$ cat src/rtl/id_ex_operand_stage_pkg.sv
`default_nettype none
// ============================================================================
// Module      : id_ex_operand_stage_pkg
// Description : Shared constants for the ID/EX operand stage. Holds the
//               datapath and register-index widths, plus the ALU opcode
//               encodings that the decoder and the ALU also use.
// Ports       : none (package)
// Revision    : 1.0 - initial release
// ============================================================================
package id_ex_operand_stage_pkg;

  localparam int c_xlen = 32;
  localparam int c_ra_w = 5;

  localparam logic [2:0] c_alu_add  = 3'b000;
  localparam logic [2:0] c_alu_sub  = 3'b001;
  localparam logic [2:0] c_alu_and  = 3'b010;
  localparam logic [2:0] c_alu_or   = 3'b011;
  localparam logic [2:0] c_alu_xor  = 3'b100;
  localparam logic [2:0] c_alu_slt  = 3'b101;
  localparam logic [2:0] c_alu_sltu = 3'b110;

endpackage
`default_nettype wire

$ cat src/rtl/id_ex_operand_stage_forward_mux.sv
`default_nettype none
// ============================================================================
// Module      : id_ex_operand_stage_forward_mux
// Description : Selects the freshest value of one source register. The
//               EX/MEM result wins over the MEM/WB result; x0 never forwards.
// Ports       : rs           - source register index held in EX
//               rs_data      - register-file data captured with rs
//               mem_*        - EX/MEM destination, write enable, result
//               wb_*         - MEM/WB destination, write enable, result
//               fwd_data     - selected operand value
// Revision    : 1.0 - initial release
// ============================================================================
module id_ex_operand_stage_forward_mux
  import id_ex_operand_stage_pkg::*;
#(
  parameter int XLEN = c_xlen,
  parameter int RA_W = c_ra_w
) (
  input  logic [RA_W-1:0] rs,
  input  logic [XLEN-1:0] rs_data,
  input  logic [RA_W-1:0] mem_rd,
  input  logic            mem_reg_write,
  input  logic [XLEN-1:0] mem_result,
  input  logic [RA_W-1:0] wb_rd,
  input  logic            wb_reg_write,
  input  logic [XLEN-1:0] wb_result,
  output logic [XLEN-1:0] fwd_data
);

  logic w_mem_hit;
  logic w_wb_hit;

  assign w_mem_hit = mem_reg_write && (mem_rd != '0) && (mem_rd == rs);
  assign w_wb_hit  = wb_reg_write  && (wb_rd  != '0) && (wb_rd  == rs);

  always_comb begin
    fwd_data = rs_data;
    if (w_mem_hit) begin
      fwd_data = mem_result;
    end else if (w_wb_hit) begin
      fwd_data = wb_result;
    end
  end

endmodule
`default_nettype wire

$ cat src/rtl/id_ex_operand_stage.sv
`default_nettype none
// ============================================================================
// Module      : id_ex_operand_stage
// Description : ID/EX pipeline register in front of the ALU. Stores raw
//               decoded operands and control, applies MEM/WB forwarding on
//               the output side, muxes ALU srcA/srcB, and detects load-use
//               hazards (bubble into EX, ID held upstream).
// Ports       : clk, rst (async, active high)
//               stall, flush        - pipeline freeze / kill entering EX
//               id_*                - decoded instruction from ID
//               mem_*, wb_*         - forwarding sources
//               ex_*                - registered instruction toward the ALU
//               load_use_stall      - hold request to PC / IF-ID
// Revision    : 1.0 - initial release
// ============================================================================
module id_ex_operand_stage
  import id_ex_operand_stage_pkg::*;
#(
  parameter int XLEN = c_xlen,
  parameter int RA_W = c_ra_w
) (
  input  logic            clk,
  input  logic            rst,
  input  logic            stall,
  input  logic            flush,
  input  logic            id_valid,
  input  logic [XLEN-1:0] id_pc,
  input  logic [RA_W-1:0] id_rs1,
  input  logic [RA_W-1:0] id_rs2,
  input  logic [RA_W-1:0] id_rd,
  input  logic [XLEN-1:0] id_rs1_data,
  input  logic [XLEN-1:0] id_rs2_data,
  input  logic [XLEN-1:0] id_imm,
  input  logic [2:0]      id_opc,
  input  logic            id_src_a_pc,
  input  logic            id_src_b_imm,
  input  logic            id_uses_rs2,
  input  logic            id_reg_write,
  input  logic            id_mem_read,
  input  logic            id_mem_write,
  input  logic [RA_W-1:0] mem_rd,
  input  logic            mem_reg_write,
  input  logic [XLEN-1:0] mem_result,
  input  logic [RA_W-1:0] wb_rd,
  input  logic            wb_reg_write,
  input  logic [XLEN-1:0] wb_result,
  output logic            ex_valid,
  output logic [2:0]      ex_opc,
  output logic [XLEN-1:0] ex_src_a,
  output logic [XLEN-1:0] ex_src_b,
  output logic [XLEN-1:0] ex_store_data,
  output logic [XLEN-1:0] ex_pc,
  output logic [RA_W-1:0] ex_rd,
  output logic            ex_reg_write,
  output logic            ex_mem_read,
  output logic            ex_mem_write,
  output logic            load_use_stall
);

  typedef struct packed {
    logic            valid;
    logic [2:0]      opc;
    logic [XLEN-1:0] pc;
    logic [RA_W-1:0] rs1;
    logic [RA_W-1:0] rs2;
    logic [RA_W-1:0] rd;
    logic [XLEN-1:0] rs1_data;
    logic [XLEN-1:0] rs2_data;
    logic [XLEN-1:0] imm;
    logic            src_a_pc;
    logic            src_b_imm;
    logic            reg_write;
    logic            mem_read;
    logic            mem_write;
  } ex_reg_t;

  // A bubble is an all-zero entry carrying the ADD opcode.
  localparam ex_reg_t c_bubble = '{opc: c_alu_add, default: '0};

  ex_reg_t         r_ex;
  ex_reg_t         w_capture;
  logic            w_rs1_hit;
  logic            w_rs2_hit;
  logic            w_load_use;
  logic [XLEN-1:0] w_fwd_rs1;
  logic [XLEN-1:0] w_fwd_rs2;

  // Control bits are qualified by id_valid so an empty ID slot never
  // writes; data fields are captured as-is.
  always_comb begin
    w_capture           = c_bubble;
    w_capture.valid     = id_valid;
    w_capture.opc       = id_opc;
    w_capture.pc        = id_pc;
    w_capture.rs1       = id_rs1;
    w_capture.rs2       = id_rs2;
    w_capture.rd        = id_rd;
    w_capture.rs1_data  = id_rs1_data;
    w_capture.rs2_data  = id_rs2_data;
    w_capture.imm       = id_imm;
    w_capture.src_a_pc  = id_src_a_pc;
    w_capture.src_b_imm = id_src_b_imm;
    w_capture.reg_write = id_reg_write & id_valid;
    w_capture.mem_read  = id_mem_read  & id_valid;
    w_capture.mem_write = id_mem_write & id_valid;
  end

  // A load in EX cannot forward its data until MEM, so a dependent
  // instruction in ID must wait one cycle. A flush kills ID anyway.
  assign w_rs1_hit  = (id_rs1 == r_ex.rd);
  assign w_rs2_hit  = id_uses_rs2 && (id_rs2 == r_ex.rd);
  assign w_load_use = !flush && r_ex.valid && r_ex.mem_read && (r_ex.rd != '0)
                      && id_valid && (w_rs1_hit || w_rs2_hit);

  always_ff @(posedge clk or posedge rst) begin
    if (rst) begin
      r_ex <= c_bubble;
    end else if (flush) begin
      r_ex <= c_bubble;
    end else if (stall) begin
      r_ex <= r_ex;
    end else if (w_load_use) begin
      r_ex <= c_bubble;
    end else begin
      r_ex <= w_capture;
    end
  end

  id_ex_operand_stage_forward_mux #(
    .XLEN (XLEN),
    .RA_W (RA_W)
  ) u_fwd_rs1 (
    .rs            (r_ex.rs1),
    .rs_data       (r_ex.rs1_data),
    .mem_rd        (mem_rd),
    .mem_reg_write (mem_reg_write),
    .mem_result    (mem_result),
    .wb_rd         (wb_rd),
    .wb_reg_write  (wb_reg_write),
    .wb_result     (wb_result),
    .fwd_data      (w_fwd_rs1)
  );

  id_ex_operand_stage_forward_mux #(
    .XLEN (XLEN),
    .RA_W (RA_W)
  ) u_fwd_rs2 (
    .rs            (r_ex.rs2),
    .rs_data       (r_ex.rs2_data),
    .mem_rd        (mem_rd),
    .mem_reg_write (mem_reg_write),
    .mem_result    (mem_result),
    .wb_rd         (wb_rd),
    .wb_reg_write  (wb_reg_write),
    .wb_result     (wb_result),
    .fwd_data      (w_fwd_rs2)
  );

  assign ex_valid       = r_ex.valid;
  assign ex_opc         = r_ex.opc;
  assign ex_src_a       = r_ex.src_a_pc  ? r_ex.pc  : w_fwd_rs1;
  assign ex_src_b       = r_ex.src_b_imm ? r_ex.imm : w_fwd_rs2;
  assign ex_store_data  = w_fwd_rs2;
  assign ex_pc          = r_ex.pc;
  assign ex_rd          = r_ex.rd;
  assign ex_reg_write   = r_ex.reg_write;
  assign ex_mem_read    = r_ex.mem_read;
  assign ex_mem_write   = r_ex.mem_write;
  assign load_use_stall = w_load_use;

endmodule
`default_nettype wire

$ cat config.mk
export PLATFORM = sky130hd
export DESIGN_NAME = id_ex_operand_stage
export DESIGN_NICKNAME = d
export VERILOG_FILES = /design/src/rtl/id_ex_operand_stage_pkg.sv /design/src/rtl/id_ex_operand_stage_forward_mux.sv /design/src/rtl/id_ex_operand_stage.sv
export SDC_FILE = /design/constraint.sdc
export NUM_CORES = 1
export LEC_CHECK = 0
export CORE_MARGIN = 5
export CORE_UTILIZATION = 51
export CTS_CLUSTER_SIZE = 25
export DETAILED_ROUTE_END_ITERATION = 8
export PLACE_DENSITY = 0.85
export SLEW_MARGIN = 10
export SYNTH_ARGS = -nofsm -noshare
export SYNTH_HDL_FRONTEND = slang
export SYNTH_HIERARCHICAL = 1
export SYNTH_SLANG_ARGS = --single-unit
$ cat constraint.sdc
create_clock -name clk -period 10.1 [get_ports clk]
set_input_delay 1.515 -clock clk [delete_from_list [all_inputs] [get_ports clk]]
set_output_delay 1.515 -clock clk [all_outputs]
set_load 0.1 [all_outputs]
==> results_dict.tcl <==
set metrics [dict create \
    status "finished clean" \
    root_buffer "clkbuf_16" \
    holdBufCountCts 0 \
    clock_latency_ns 0.44 \
    stdcell_area_sq_mm 0.0154 \
    cts_buffers 17 \
    setup_tns_ns 0 \
    cts_tree "yes" \
    rr_startpoint "ex_rd[4]" \
    rsz0062_at_grt "no" \
    period_share_pct 76.9 \
    cts_buffer_depth 2 \
    vias 12700 \
    synthesis.area_sq_mm 0.0116 \
    post_cts_buffers 0 \
    drv_cap 0 \
    grt_max_degree 109 \
    dieArea_sq_mm 0.0259 \
    synth_area_leader_cell "dfrtp_1" \
    yosys_warnings 6 \
    cp-end-kind "output pin" \
    initial_core_util_pct 51.5 \
    area_growth_pct 32.7 \
    yosys.area.top_type_share_pct 32.7 \
    fmax_ghz 0.129 \
    hold_class "reg2reg" \
    cp-startpoint "mem_rd[1]" \
    clkTransAtPathRegs_ns 0.06 \
    num_io_pins 374 \
    grt_usage_pct 35.9 \
    dr.pass1.iters 6 \
    setup_viol 0 \
    cp_max_fo 33 \
    clock-sinks 152 \
    grt_pass1_vias 12000 \
    synth_edf_count 0 \
    leakage_nw 5.31 \
    grt_pass1_wl_mm 73.4 \
    syn_inst 1364 \
    min_period_ns 7.77 \
    placed_area_sq_mm 0.0149 \
    ant_nets 0 \
    coreArea_sq_mm 0.0226 \
    grt_overflow 0 \
    cts_resized 0 \
    h-tree-depth 4 \
    drc 0 \
    dieHeight_um 161 \
    crit_arrival_ns 6.25 \
    hold_slack_ns 0.521 \
    yosys-top-cells-area "dfrtp_1 33%, a32oi_1 10%, nor3b_1 9.6%, mux2_2 6.2%, o21ai_0 4.8%" \
    port_buffers 373 \
    finClkSkew_ns 0.0115 \
    start_kind "primary input" \
    nets 1793 \
    syn_area_per_cell_sq_um 8.53 \
    p_total_mw 2.60 \
    maxSlewViolCount 0 \
    drive_gt1_share_pct 8.26 \
    fin_util_pct 68.4 \
    synth-main-ff-cell "dfrtp_1" \
    finalHoldViolCount 0 \
    async_flop_share_pct 100 \
    netlist_top_cells_count "152 x dfrtp_1, 148 x nor3b_1, 135 x a32oi_1, 135 x clkbuf_1, 125 x inv_1" \
    first_iter_violations 1904 \
    num_rows 55 \
    gp_congestion 0.953 \
    ys_seq_elements 152 \
    num-fill-cells 1773 \
    power.density_mw_per_mm2 168 \
    dp.final_hpwl_mm 34.2 \
    yosysMostFrequentCell "dfrtp_1" \
    ys_types 34 \
    avgViaCountPerCell 6.80 \
    ys_seq_area_share_pct 32.7 \
    wl_per_cell_um 26.4 \
    cp.required_ns 8.59 \
    routed_wl_mm 49.1 \
    relSlewSlack_pct 9.67 \
    die_w_um 161 \
    path_class "in2out" \
    irDropWorstVdd_v 0.000119 \
    hp-start "ex_mem_write" \
    antenna_found_initial 7 \
    synth_fp_nets 1597 \
    tightest_slew_ns 1.36 \
]
==> flip-flops by register name, summed over array words and instances, names as in the netlist <==
signal / count
ex_rd: 5
r_ex: 108
ex_mem_read: 1
ex_opc: 3
ex_mem_write: 1
ex_reg_write: 1
ex_valid: 1
ex_pc: 32
==> layout make-up <==
type | count | area (sq um) | area share (%)
multi-input cells | 869 | 6320 | 41.0
repair buffers | 394 | 3890 | 25.2
flip-flops and latches | 152 | 3800 | 24.6
inverters | 126 | 480 | 3.11
clock buffers | 19 | 453 | 2.93
well taps | 285 | 357 | 2.31
clock inverters | 13 | 113 | 0.730
diodes | 6 | 15.0 | 0.0973
==> placed cells by master, fill, tap and decap left out, types with 2 or more instances in the layout <==
cell type and n:
a32oi_1 135, nor2b_1 4, or2_1 2, and2_1 4, clkbuf_8 3, nand4_1 65
clkinv_2 2, or4_4 2, or3_1 2, o221ai_1 25, nor3b_1 148, o31ai_1 64
nor4_1 66, mux2_2 64, a22oi_1 17, a21oi_4 2, inv_6 4, clkbuf_16 17
o21ai_2 2, o21ai_1 16, inv_8 3, inv_1 124, o21ai_0 111, clkinv_4 4
buf_4 22, o21a_1 2, clkdlybuf4s50_1 371, a31oi_1 64, xnor2_1 26, dfrtp_1 152
nand2_1 36, nand3_1 5, diode_2 6, nor2_1 2
==> through the flow <==
step                setup slack, ns  std cells
finish                         2.33       1864
floorplan                      3.63       1364
detailed placement             2.53       1826
CTS                            2.53       1858
global placement               2.54       1826
global route                   2.28       1863
==> critical path, stage by stage <==
cell             delay [ns]
clkdlybuf4s50_1        0.52
or4_4                  0.59
a21oi_4                0.75
or3_1                  0.98
a31oi_1                0.47
mux2_2                 0.41
clkdlybuf4s50_1        0.99
==> cells by family after synthesis <==
group	count (synthesis)	share of synthesized area [%]
flops	152	32.7
mux	64	6.20
simple gates	339	19.1
buf+inv	343	13.2
compound gates	440	26.9
xor+xnor	26	1.96
==> path summary, 6_finish.rpt <==
kind	end	slack, ns	cells past startpoint
hold reg to reg	ex_mem_write	0.52	2
hold / removal	ex_mem_write	0.52	2
max in group asynchronous	r_ex[76]	7.06	3
setup / recovery	ex_src_b[2]	2.33	7
min in group asynchronous	r_ex[114]	1.67	2
setup reg to reg	ex_pc[29]	6.55	6
==> power by group <==
part	total [mW]	switching, mW	leakage [nW]	internal (mW)
Combinational	1.25	0.915	3.09	0.335
Clock	0.631	0.296	0.280	0.336
Sequential	0.719	0.0507	1.94	0.668
==> layer usage <==
metal	vias up	GRT usage, %	part of all wire, %
met5	-	0	0.057
li1	5594	-	-
met1	6065	48.4	39
met4	4	16.1	4.9
met3	150	9.21	11
met2	859	54.5	45
Note: power is estimated with default switching activity, not from simulation.
